$ cat config.mk
export PLATFORM = sky130hd
export DESIGN_NAME = seq_multiplier
export DESIGN_NICKNAME = d
export VERILOG_FILES = /design/src/rtl/seq_multiplier.sv
export SDC_FILE = /design/constraint.sdc
export NUM_CORES = 1
export LEC_CHECK = 0
export ABC_AREA = 1
export CORE_MARGIN = 4
export CORE_UTILIZATION = 60
export DETAILED_ROUTE_END_ITERATION = 10
export MAX_ROUTING_LAYER = met4
export PLACE_DENSITY_LB_ADDON = 0.25
export SETUP_SLACK_MARGIN = 0.02
export SYNTH_ARGS = -nofsm -noshare
export SYNTH_HDL_FRONTEND = slang
export SYNTH_SLANG_ARGS = --single-unit
$ cat constraint.sdc
create_clock -name clk -period 2.9 [get_ports clk]
set_input_delay 0.435 -clock clk [delete_from_list [all_inputs] [get_ports clk]]
set_output_delay 0.435 -clock clk [all_outputs]
set_load 0.05 [all_outputs]
$ cat src/rtl/seq_multiplier.sv
// seq_multiplier: sequential shift-add multiplier with valid/ready handshakes
// on the operand and result sides. It handles one multiplier bit per cycle and
// supports signed and unsigned operands, selected per operation.
// Optional feature macro MUL_ACC_EN adds the acc_en port and a 2*WIDTH
// accumulator. When acc_en is latched high, the new result is added to the
// previous product.
module seq_multiplier #(
  parameter int WIDTH = 8
) (
  input  logic               clk,
  input  logic               rst_n,
  input  logic               in_valid,
  output logic               in_ready,
  input  logic [WIDTH-1:0]   a,
  input  logic [WIDTH-1:0]   b,
  input  logic               signed_mode,
`ifdef MUL_ACC_EN
  input  logic               acc_en,
`endif
  output logic               out_valid,
  input  logic               out_ready,
  output logic [2*WIDTH-1:0] product,
  output logic               busy
);

  localparam int PW    = 2 * WIDTH;
  localparam int CNT_W = (WIDTH > 1) ? $clog2(WIDTH) : 1;
  localparam logic [CNT_W-1:0] LAST_CNT = CNT_W'(WIDTH - 1);

  typedef enum logic [1:0] {
    IDLE = 2'd0,
    RUN  = 2'd1,
    FIX  = 2'd2,
    DONE = 2'd3
  } state_t;

  state_t           state_r;
  state_t           state_nxt_s;
  logic [WIDTH-1:0] mcand_r;
  logic [WIDTH-1:0] mplier_r;
  logic [PW-1:0]    pp_r;
  logic [CNT_W-1:0] count_r;
  logic             neg_r;
  logic             accept_s;
  logic             done_hs_s;
  logic [WIDTH:0]   add_s;
  logic [PW-1:0]    shifted_s;
  logic [PW-1:0]    result_s;
  logic [PW-1:0]    final_s;
`ifdef MUL_ACC_EN
  logic [PW-1:0]    acc_r;
  logic             acc_sel_r;
`endif

  // Magnitude of an operand; -2^(WIDTH-1) maps to 2^(WIDTH-1), which still fits unsigned
  function automatic logic [WIDTH-1:0] magnitude(input logic [WIDTH-1:0] v, input logic sm);
    logic [WIDTH-1:0] m;
    if (sm && v[WIDTH-1]) begin
      m = ~v + {{(WIDTH-1){1'b0}}, 1'b1};
    end else begin
      m = v;
    end
    return m;
  endfunction

  // Two's-complement negation over the full product width
  function automatic logic [PW-1:0] negate_pp(input logic [PW-1:0] v);
    return ~v + {{(PW-1){1'b0}}, 1'b1};
  endfunction

  assign accept_s  = (state_r == IDLE) && in_valid;
  assign done_hs_s = (state_r == DONE) && out_ready;

  // Shift-add step and final sign fix-up / accumulation
  always_comb begin
    add_s     = {1'b0, pp_r[PW-1:WIDTH]} + (mplier_r[0] ? {1'b0, mcand_r} : {(WIDTH+1){1'b0}});
    shifted_s = {add_s, pp_r[WIDTH-1:1]};
    if (neg_r) begin
      result_s = negate_pp(pp_r);
    end else begin
      result_s = pp_r;
    end
`ifdef MUL_ACC_EN
    if (acc_sel_r) begin
      final_s = result_s + acc_r;
    end else begin
      final_s = result_s;
    end
`else
    final_s = result_s;
`endif
  end

  // State register
  always_ff @(posedge clk or negedge rst_n) begin
    if (!rst_n) begin
      state_r <= IDLE;
    end else begin
      state_r <= state_nxt_s;
    end
  end

  // Next-state logic
  always_comb begin
    state_nxt_s = state_r;
    case (state_r)
      IDLE: begin
        if (accept_s) begin
          state_nxt_s = RUN;
        end else begin
          state_nxt_s = IDLE;
        end
      end
      RUN: begin
        if (count_r == LAST_CNT) begin
          state_nxt_s = FIX;
        end else begin
          state_nxt_s = RUN;
        end
      end
      FIX: state_nxt_s = DONE;
      DONE: begin
        if (done_hs_s) begin
          state_nxt_s = IDLE;
        end else begin
          state_nxt_s = DONE;
        end
      end
      default: state_nxt_s = IDLE;
    endcase
  end

  // Handshake and status outputs decoded from the state register
  always_comb begin
    in_ready  = 1'b0;
    out_valid = 1'b0;
    busy      = 1'b1;
    case (state_r)
      IDLE: begin
        in_ready = 1'b1;
        busy     = 1'b0;
      end
      RUN:  busy = 1'b1;
      FIX:  busy = 1'b1;
      DONE: out_valid = 1'b1;
      default: begin
        in_ready  = 1'b0;
        out_valid = 1'b0;
        busy      = 1'b1;
      end
    endcase
  end

  // Datapath: operand capture, iteration, and result/accumulator load
  always_ff @(posedge clk or negedge rst_n) begin
    if (!rst_n) begin
      mcand_r   <= '0;
      mplier_r  <= '0;
      pp_r      <= '0;
      count_r   <= '0;
      neg_r     <= 1'b0;
      product   <= '0;
`ifdef MUL_ACC_EN
      acc_r     <= '0;
      acc_sel_r <= 1'b0;
`endif
    end else begin
      case (state_r)
        IDLE: begin
          if (accept_s) begin
            mcand_r   <= magnitude(a, signed_mode);
            mplier_r  <= magnitude(b, signed_mode);
            neg_r     <= signed_mode & (a[WIDTH-1] ^ b[WIDTH-1]);
            pp_r      <= '0;
            count_r   <= '0;
`ifdef MUL_ACC_EN
            acc_sel_r <= acc_en;
`endif
          end
        end
        RUN: begin
          pp_r     <= shifted_s;
          mplier_r <= mplier_r >> 1;
          count_r  <= count_r + {{(CNT_W-1){1'b0}}, 1'b1};
        end
        FIX: begin
          product <= final_s;
`ifdef MUL_ACC_EN
          acc_r   <= final_s;
`endif
        end
        DONE: begin
          count_r <= count_r;
        end
        default: begin
          count_r <= '0;
        end
      endcase
    end
  end

endmodule

### After elaboration in Yosys (flattened, before gate mapping)

Index checks and enable logic that the tools add are counted.

| storage, ports and cells | value |
|---|---|
| input port bits | 21 |
| bits in registers | 54 |
| word-level logic and storage cells | 47 |
| output and inout bits | 19 |

| operators by class | value |
|---|---|
| $add $sub $neg | 5 |
| mux-type cells | 17 |
| eq/ne operators | 5 |
| bitwise operators | 5 |
| reductions and logical operators | 8 |

Operator list:

| kind | count |
|---|---|
| 16-bit two-way mux | 2 |
| 8-bit two-way mux | 4 |
| 16-bit case mux with 2 select lines | 1 |
| 16-bit by 1-bit adder with 16-bit output, second input constant | 1 |
| 8-bit by 1-bit adder with 8-bit output, second input constant | 2 |
| 16-bit inverter | 1 |
| 8-bit inverter | 2 |
| 8-bit case mux with 2 select lines | 1 |
| 8-bit by 8-bit adder with 9-bit output | 1 |
| 2-bit case mux with 4 select lines | 1 |
| 3-bit case mux with 2 select lines | 1 |
| 2-bit == test, second input constant | 2 |
| 1-bit logical AND | 4 |
| 1-bit two-way mux | 4 |
| 2-bit two-way mux | 2 |
| 2-bit AND reduction | 2 |
| 3-bit by 1-bit adder with 3-bit output, second input constant | 1 |
| 3-bit == test, second input constant | 1 |
| 3-bit two-way mux | 1 |
| 2-bit by 1-bit == test with 1-bit output, second input constant | 1 |
| 2-bit logical NOT | 1 |
| 2-bit inequality test, second input constant | 1 |
| 2-bit nonzero test | 1 |
| 1-bit bitwise AND | 1 |
| 1-bit XOR | 1 |

### Longest topological paths before layout

Gate-level depths: netlist of the first run.

| depth | value |
|---|---|
| depth after elaboration | 5 |
| mapped depth | 13 |
| gate-level depth less buffers | 12 |

### Worst setup path before layout of the first run

Ideal clock, no wire load.

| timing path | value |
|---|---|
| path type | register -> register |
| start point | register mplier_r[0] |
| end point | register pp_r[15] |
| setup slack | 1.131 ns |
| setup time | 0.116 ns |
| data arrival time | 1.652 ns |
| path buffers | 1 |
| period minus slack after synthesis | 1.769 ns |
| stages on the path, launching flop included | 14 |
| cells stage by stage | dfrtp_1 clkbuf_1 nand2_1 inv_1 ha_1 fa_1 nand3_1 nand2_1 nand2_1 nand2_1 nand3_1 nand2_1 nand2_1 nand2_1 |

| between the ends | value |
|---|---|
| cells in the longest elaborated chain, start to end | 3 |

RTL lines:

| element | RTL line | RTL |
|---|---|---|
| from (decl) | 40 | `logic [WIDTH-1:0] mplier_r;` |
| from (signal assigned) | 172 | `mplier_r <= magnitude(b, signed_mode);` |
| from (signal assigned) | 183 | `mplier_r <= mplier_r >> 1;` |
| 8-bit two-way mux | 76 | `add_s = {1'b0, pp_r[PW-1:WIDTH]} + (mplier_r[0] ? {1'b0, mcand_r} : {(WIDTH+1){1'b0}});` |
| 8-bit by 8-bit adder with 9-bit output | 76 |  |
| 16-bit case mux with 2 select lines | 168 | `case (state_r)` |
| to (signal assigned) | 182 | `pp_r <= shifted_s;` |
| to (decl) | 41 | `logic [PW-1:0] pp_r;` |

Every way passes these cells.
A chain may end at the register's enable or synchronous reset.

### Worst setup path in the final report of the first run

| timing path | value |
|---|---|
| start point | register state_r[0] |
| end point | output port in_ready |

| between the ends | value |
|---|---|
| cells in the longest elaborated chain, start to end | 2 |

RTL lines:

| element | RTL line | RTL |
|---|---|---|
| from (decl) | 37 | `state_t state_r;` |
| from (signal assigned) | 99 | `state_r <= state_nxt_s;` |
| 2-bit logical NOT | 138 | `case (state_r)` |
| 1-bit two-way mux | 138 |  |
| to (decl) | 13 | `output logic in_ready,` |

Every way passes these cells.

==> results.json, run 1 <==
{
  "status": "finished, final reports clean",
  "worstPathCellList": "nor2_4 -> clkdlybuf4s50_1",
  "reg2reg_setup_slack_ns": 1.02,
  "ctsHoldBuffers": 0,
  "vias": 2716,
  "yosys_warnings": 0,
  "crit_buf_inv": 1,
  "drc": 0,
  "synthToLayoutAreaGrowth_pct": 16.23,
  "die_w_um": 80.05,
  "yosys-top-cells-area": "dfrtp_1 43%, nand2_1 14%, inv_1 6.3%",
  "clock_sinks": 54,
  "crit_start": "state_r[0]",
  "slowest_stage": "clkdlybuf4s50_1",
  "ir_drop_uv": 512.3,
  "gp_congestion": 0.8697,
  "fin_util_pct": 74.18,
  "synth_seq_area_share_pct": 43.39,
  "clock_path_buffers": 2,
  "multi_input_area_um2": 1495,
  "yosysTopAreaCellShare_pct": 43.39,
  "finalHoldViolCount": 0,
  "antenna_found_initial": 0,
  "yosysTopAreaCell": "dfrtp_1",
  "grt_pass1_vias": 2606,
  "n_antenna_cell": 0,
  "clk_pin_slew_worst_paths_ns": 0.09,
  "root_buffer": "clkbuf_8",
  "holdCritPathClass": "primary input to asynchronous set/reset pin",
  "worstSetupEndpointType": "output pin",
  "io_buffers": 39,
  "maxCapViolations": 0,
  "ant_nets": 0,
  "synth_cell_types": 32,
  "post_cts_resized": 0,
  "grt-ovfl-total": 0,
  "finalPower_uw": 3822,
  "insertion_delay_ns": 0.31,
  "vias_per_cell": 5.346,
  "grt_max_degree": 33,
  "path_depth": 2,
  "ys.flop_type": "dfrtp_1",
  "reg2reg_depth": 12,
  "power.density_nw_per_um2": 1056,
  "fp-row-count": 25,
  "core-area_um2": 4880,
  "fill_cells": 425,
  "required_ns": 2.47,
  "synth_area_per_cell_um2": 7.728,
  "cpPeakStageDelay_ns": 0.82,
  "power.leakage_uw": 0.001865,
  "die_area_um2": 6407,
  "wire_per_inst_um": 12.29,
  "dp_hpwl_um": 4907,
  "cts-htree-levels": 2,
  "ys_ff_latch": 54,
  "ff_latch_area_um2": 1351,
  "drive_gt1_share_pct": 4.308,
  "cp_max_fo": 5,
  "max_freq_ghz": 0.4590,
  "grt_use_total_pct": 22.85,
  "syn-num-nets": 438,
  "ys_async_sr_fraction_pct": 100.0,
  "rsz0062_at_grt": "false",
  "synthCells": 403,
  "drtIter0Drc": 122,
  "initial_core_util_pct": 63.82,
  "worstSetupPathType": "flip-flop to output pin",
  "slew_headroom_pct": 55.75,
  "syn_area_um2": 3114,
  "setup-violations-final": 0,
  "synthTopCellsByCount": "114 x nand2_1, 54 x dfrtp_1, 52 x inv_1",
  "post_cts_buffers": 0,
  "wirelength_um": 6243,
  "io_pins": 40,
  "die_h_um": 80.05,
  "setup_tns_ns": 0,
  "cp.arrival_ns": 1.74,
  "layout.nets": 475,
  "r2r-start": "mplier_r[0]",
  "path_delay_family": "buffers and inverters",
  "synth.most_common_cell": "nand2_1",
  "cts_tree": "done",
  "drv_slew": 0,
  "grt_pass1_wl_um": 11230,
  "fin_crit_ns": 2.179,
  "firstDrtPassIters": 4,
  "period_share_pct": 75.13,
  "finClkSkew_ns": 0.008974,
  "r2r-end": "pp_r[15]",
  "cp-start-kind": "flip-flop",
  "tightest_slew_ns": 0.6637,
  "synth_edf_count": 0,
  "critPathCapture": "in_ready",
  "cts_made_buffers": 5
}
## area by class of cell
cell class	count	area share, %
flip-flops and latches	54	37.33
well taps	67	2.316
inverters	54	5.600
multi-input cells	284	41.31
clock inverters	2	0.3802
repair buffers	41	11.06
clock buffers	6	2.005
## layout by cell type, fill, tap and decap left out, types with 3 or more instances in the layout
cell type / Yosys / layout
nand2_1: 114 / 114
dfrtp_1: 54 / 54
inv_1: 52 / 52
clkdlybuf4s50_1: 0 / 38
nand3_1: 33 / 33
o21ai_0: 28 / 28
nor2_1: 26 / 26
a21oi_1: 13 / 13
ha_1: 13 / 13
xor2_1: 11 / 11
o22ai_1: 10 / 10
nand4_1: 7 / 7
o211ai_1: 5 / 5
clkbuf_8: 0 / 5
a22oi_1: 4 / 4
nand2_2: 3 / 3
o21ai_1: 3 / 3
## state kept, by name, summed over array words and instances (netlist names)
register	cells
neg_r	1
product	16
count_r	3
pp_r	16
state_r	2
mplier_r	8
mcand_r	8
## worst register-to-register path, delay by kind of cell, from the launching register on
| family | cells | cell delay [ns] |
|---|---|---|
| flops | 1 | 0.48 |
| buf+inv | 1 | 0.04 |
| fa+ha+maj | 2 | 0.59 |
| simple gates | 9 | 0.66 |
## worst min-delay path by stage
stage | start | end | slack (ns) | depth (start not counted)
4_1_cts | rst_n | product[3] | 0.16 | 1
2_1_floorplan | rst_n | count_r[0] | 0.14 | 0
3_3_place_gp | product[13] | product[13] | 0.46 | 2
3_5_place_dp | product[13] | product[13] | 0.47 | 2
5_1_grt | rst_n | product[2] | 0.19 | 1
6_report | rst_n | product[3] | 0.15 | 1
## cells by family (layout without fill, tap and decap cells)
group	after synthesis	after routing	share of synthesized area [%]
fa+ha+maj	14	14	5.866
simple gates	186	186	25.07
compound gates	71	71	13.42
buf+inv	65	103	8.598
flops	54	54	43.39
xor+xnor	13	13	3.656
## per-layer routing
metal  global-route usage (%)  part of all wire [%]  vias up
met5                        -                     0        -
met4                    8.784                   1.3        0
met3                    4.402                   5.6        9
met2                    39.65                    51       65
met1                    26.04                    42     1261
li1                         -                     -     1381
## through the flow
| stage | cells | setup slack, ns | hold slack, ns | instance area (µm²) |
|---|---|---|---|---|
| 3_5_place_dp | 500 | 0.9430 | 0.4660 | 3533 |
| 2_1_floorplan | 403 | 1.131 | 0.1394 | 3114 |
| 3_3_place_gp | 500 | 1.045 | 0.4618 | 3533 |
| 4_1_cts | 508 | 0.7149 | 0.1624 | 3620 |
| 5_1_grt | 508 | 0.6645 | 0.1914 | 3620 |
| 6_report | 508 | 0.7214 | 0.1451 | 3620 |
## power breakdown
part,leakage (µW),total (µW),switching [µW],internal (µW)
combinational,0.00113,2080,1330,746
sequential,0.000689,1330,261,1070
clock,0.0000452,413,242,171
total,0.00186,3820,1840,1990
Note: power is estimated with default switching activity, not from simulation.
==> run 2: changes to the inputs <==
- CORE_UTILIZATION: 60 -> 55
- clock period: 2.9 -> 2.2 ns (I/O delays scaled with it)
==> run 2 against run 1 <==
  * Critical path type unchanged
  * Total power up 32%
  * Critical endpoint unchanged
  * Clock power is 38% higher
  * Core utilization down 8.2 points
  * Non-clock buffer count unchanged
  * Clock-buffer cell count did not move
==> results.json, run 2 (same netlist as run 1, synthesis figures left out) <==
{
  "cp-start-kind": "flip-flop",
  "clock_path_buffers": 2,
  "reg_top3": "pp_r (16), product (16)",
  "fin_crit_ns": 2.070,
  "firstDrtPassIters": 4,
  "final_common_cell": "nand2_1",
  "holdCritPathClass": "primary input to asynchronous set/reset pin",
  "required_ns": 1.87,
  "cell_internal_pwr_uw": 2646,
  "grt_pass1_vias": 2711,
  "n_antenna_cell": 0,
  "setup-violations-final": 0,
  "reg2reg_setup_slack_ns": 0.31,
  "post_cts_buffers": 0,
  "die_area_um2": 6930,
  "ir_drop_uv": 673.2,
  "synthToLayoutAreaGrowth_pct": 16.71,
  "core-area_um2": 5507,
  "wire_per_inst_um": 12.23,
  "cts_tree": "done",
  "status": "finished, final reports clean",
  "grt_max_degree": 55,
  "drive_gt1_share_pct": 4.535,
  "grt_pass1_wl_um": 11370,
  "sw_frac_of_total_pct": 47.64,
  "dp_hpwl_um": 4735,
  "setup_tns_ns": 0,
  "clockPowerShare_pct": 11.2,
  "gp_congestion": 0.8312,
  "grt-ovfl-total": 0,
  "finalHoldViolCount": 0,
  "period_share_pct": 94.11,
  "power.density_nw_per_um2": 1390,
  "finalPower_uw": 5054,
  "wirelength_um": 6272,
  "maxCapViolations": 0,
  "die_h_um": 83.25,
  "multi_input_area_um2": 1495,
  "layout_setup_ws_ns": 0.1296,
  "finClkSkew_ns": 0.005466,
  "cts_made_buffers": 5,
  "die_w_um": 83.25,
  "fin_util_pct": 66.01,
  "insertion_delay_ns": 0.30,
  "pwr-share-seq_pct": 34.6,
  "initial_core_util_pct": 56.56,
  "dp_worst_setup_slack_ns": 0.3791,
  "clock_sinks": 54,
  "layout.nets": 475,
  "grt_use_total_pct": 20.26,
  "worstSetupEndpointType": "output pin",
  "combPwrFrac_pct": 54.2,
  "drc": 0,
  "post_cts_resized": 0,
  "reg2reg_depth": 12,
  "clk_pin_slew_worst_paths_ns": 0.09,
  "power.leakage_uw": 0.001867,
  "r2r-start": "mplier_r[0]",
  "cp_max_fo": 5,
  "io_pins": 40,
  "layout_common_cells": "114 x nand2_1, 54 x dfrtp_1, 52 x inv_1",
  "drtIter0Drc": 124,
  "ant_nets": 0,
  "antenna_found_initial": 0,
  "vias_per_cell": 5.294,
  "cp.arrival_ns": 1.74,
  "fill_cells": 490,
  "root_buffer": "clkbuf_8",
  "cts-htree-levels": 2,
  "drv_slew": 0,
  "p_sw_uw": 2408,
  "max_freq_ghz": 0.4830,
  "tightest_slew_ns": 0.6477,
  "slew_headroom_pct": 56.82,
  "fp-row-count": 27,
  "vias": 2716,
  "ff_latch_area_um2": 1351,
  "r2r-end": "pp_r[15]",
  "worstSetupPathType": "flip-flop to output pin",
  "ctsHoldBuffers": 0,
  "io_buffers": 39,
  "rsz0062_at_grt": "false"
}
run 2: cell count changes in the layout (fill, tap and decap cells not counted), sizes merged:
cell	delta
clkinv	-1
clkinvlp	+1
run 2: layer usage:
layer	up-vias	GRT usage (%)	share of wire [%]
met3	11	3.571	5.4
met1	1253	21.63	42
met2	62	37.03	51
li1	1390	-	-
met5	-	-	0
met4	0	7.875	2.0
run 2: power groups by stage:
stage                     Combinational (µW)  Sequential, µW  Clock, µW
final                                   2740            1750        568
after global routing                    3080            1810        625
after CTS                               2760            1750        589
after detailed placement                2740            1760          0
after global placement                  2660            1750          0
after floorplan                         1720            2090          0
run 2: worst max path at each step:
| stage | end | from |
|---|---|---|
| floorplan | pp_r[15] | mplier_r[0] |
| global placement | pp_r[15] | mplier_r[0] |
| detailed placement | pp_r[15] | mplier_r[0] |
| CTS | in_ready | state_r[0] |
| global route | in_ready | state_r[0] |
| finish | in_ready | state_r[0] |
run 2: stage by stage:
step           cells  instance area, µm²  hold WS (ns)
6_report         513                3635        0.1296
5_1_grt          513                3635        0.2002
4_1_cts          513                3635        0.1483
3_5_place_dp     505                3540        0.4657
3_3_place_gp     505                3540        0.4631
2_1_floorplan    403                3114       0.03441
run 2: area by class of cell:
class	instances	area share [%]
inverter	54	5.577
tap	72	2.478
sequential	54	37.18
clock buffer	6	2.272
multi-input combinational	284	41.14
timing repair buffer	41	11.02
clock inverter	2	0.3442
run 2: critical path, cell delays in order, from the launching register on:
cell and delay [ns]:
dfrtp_1 0.46, nor2_4 0.15, clkdlybuf4s50_1 0.83
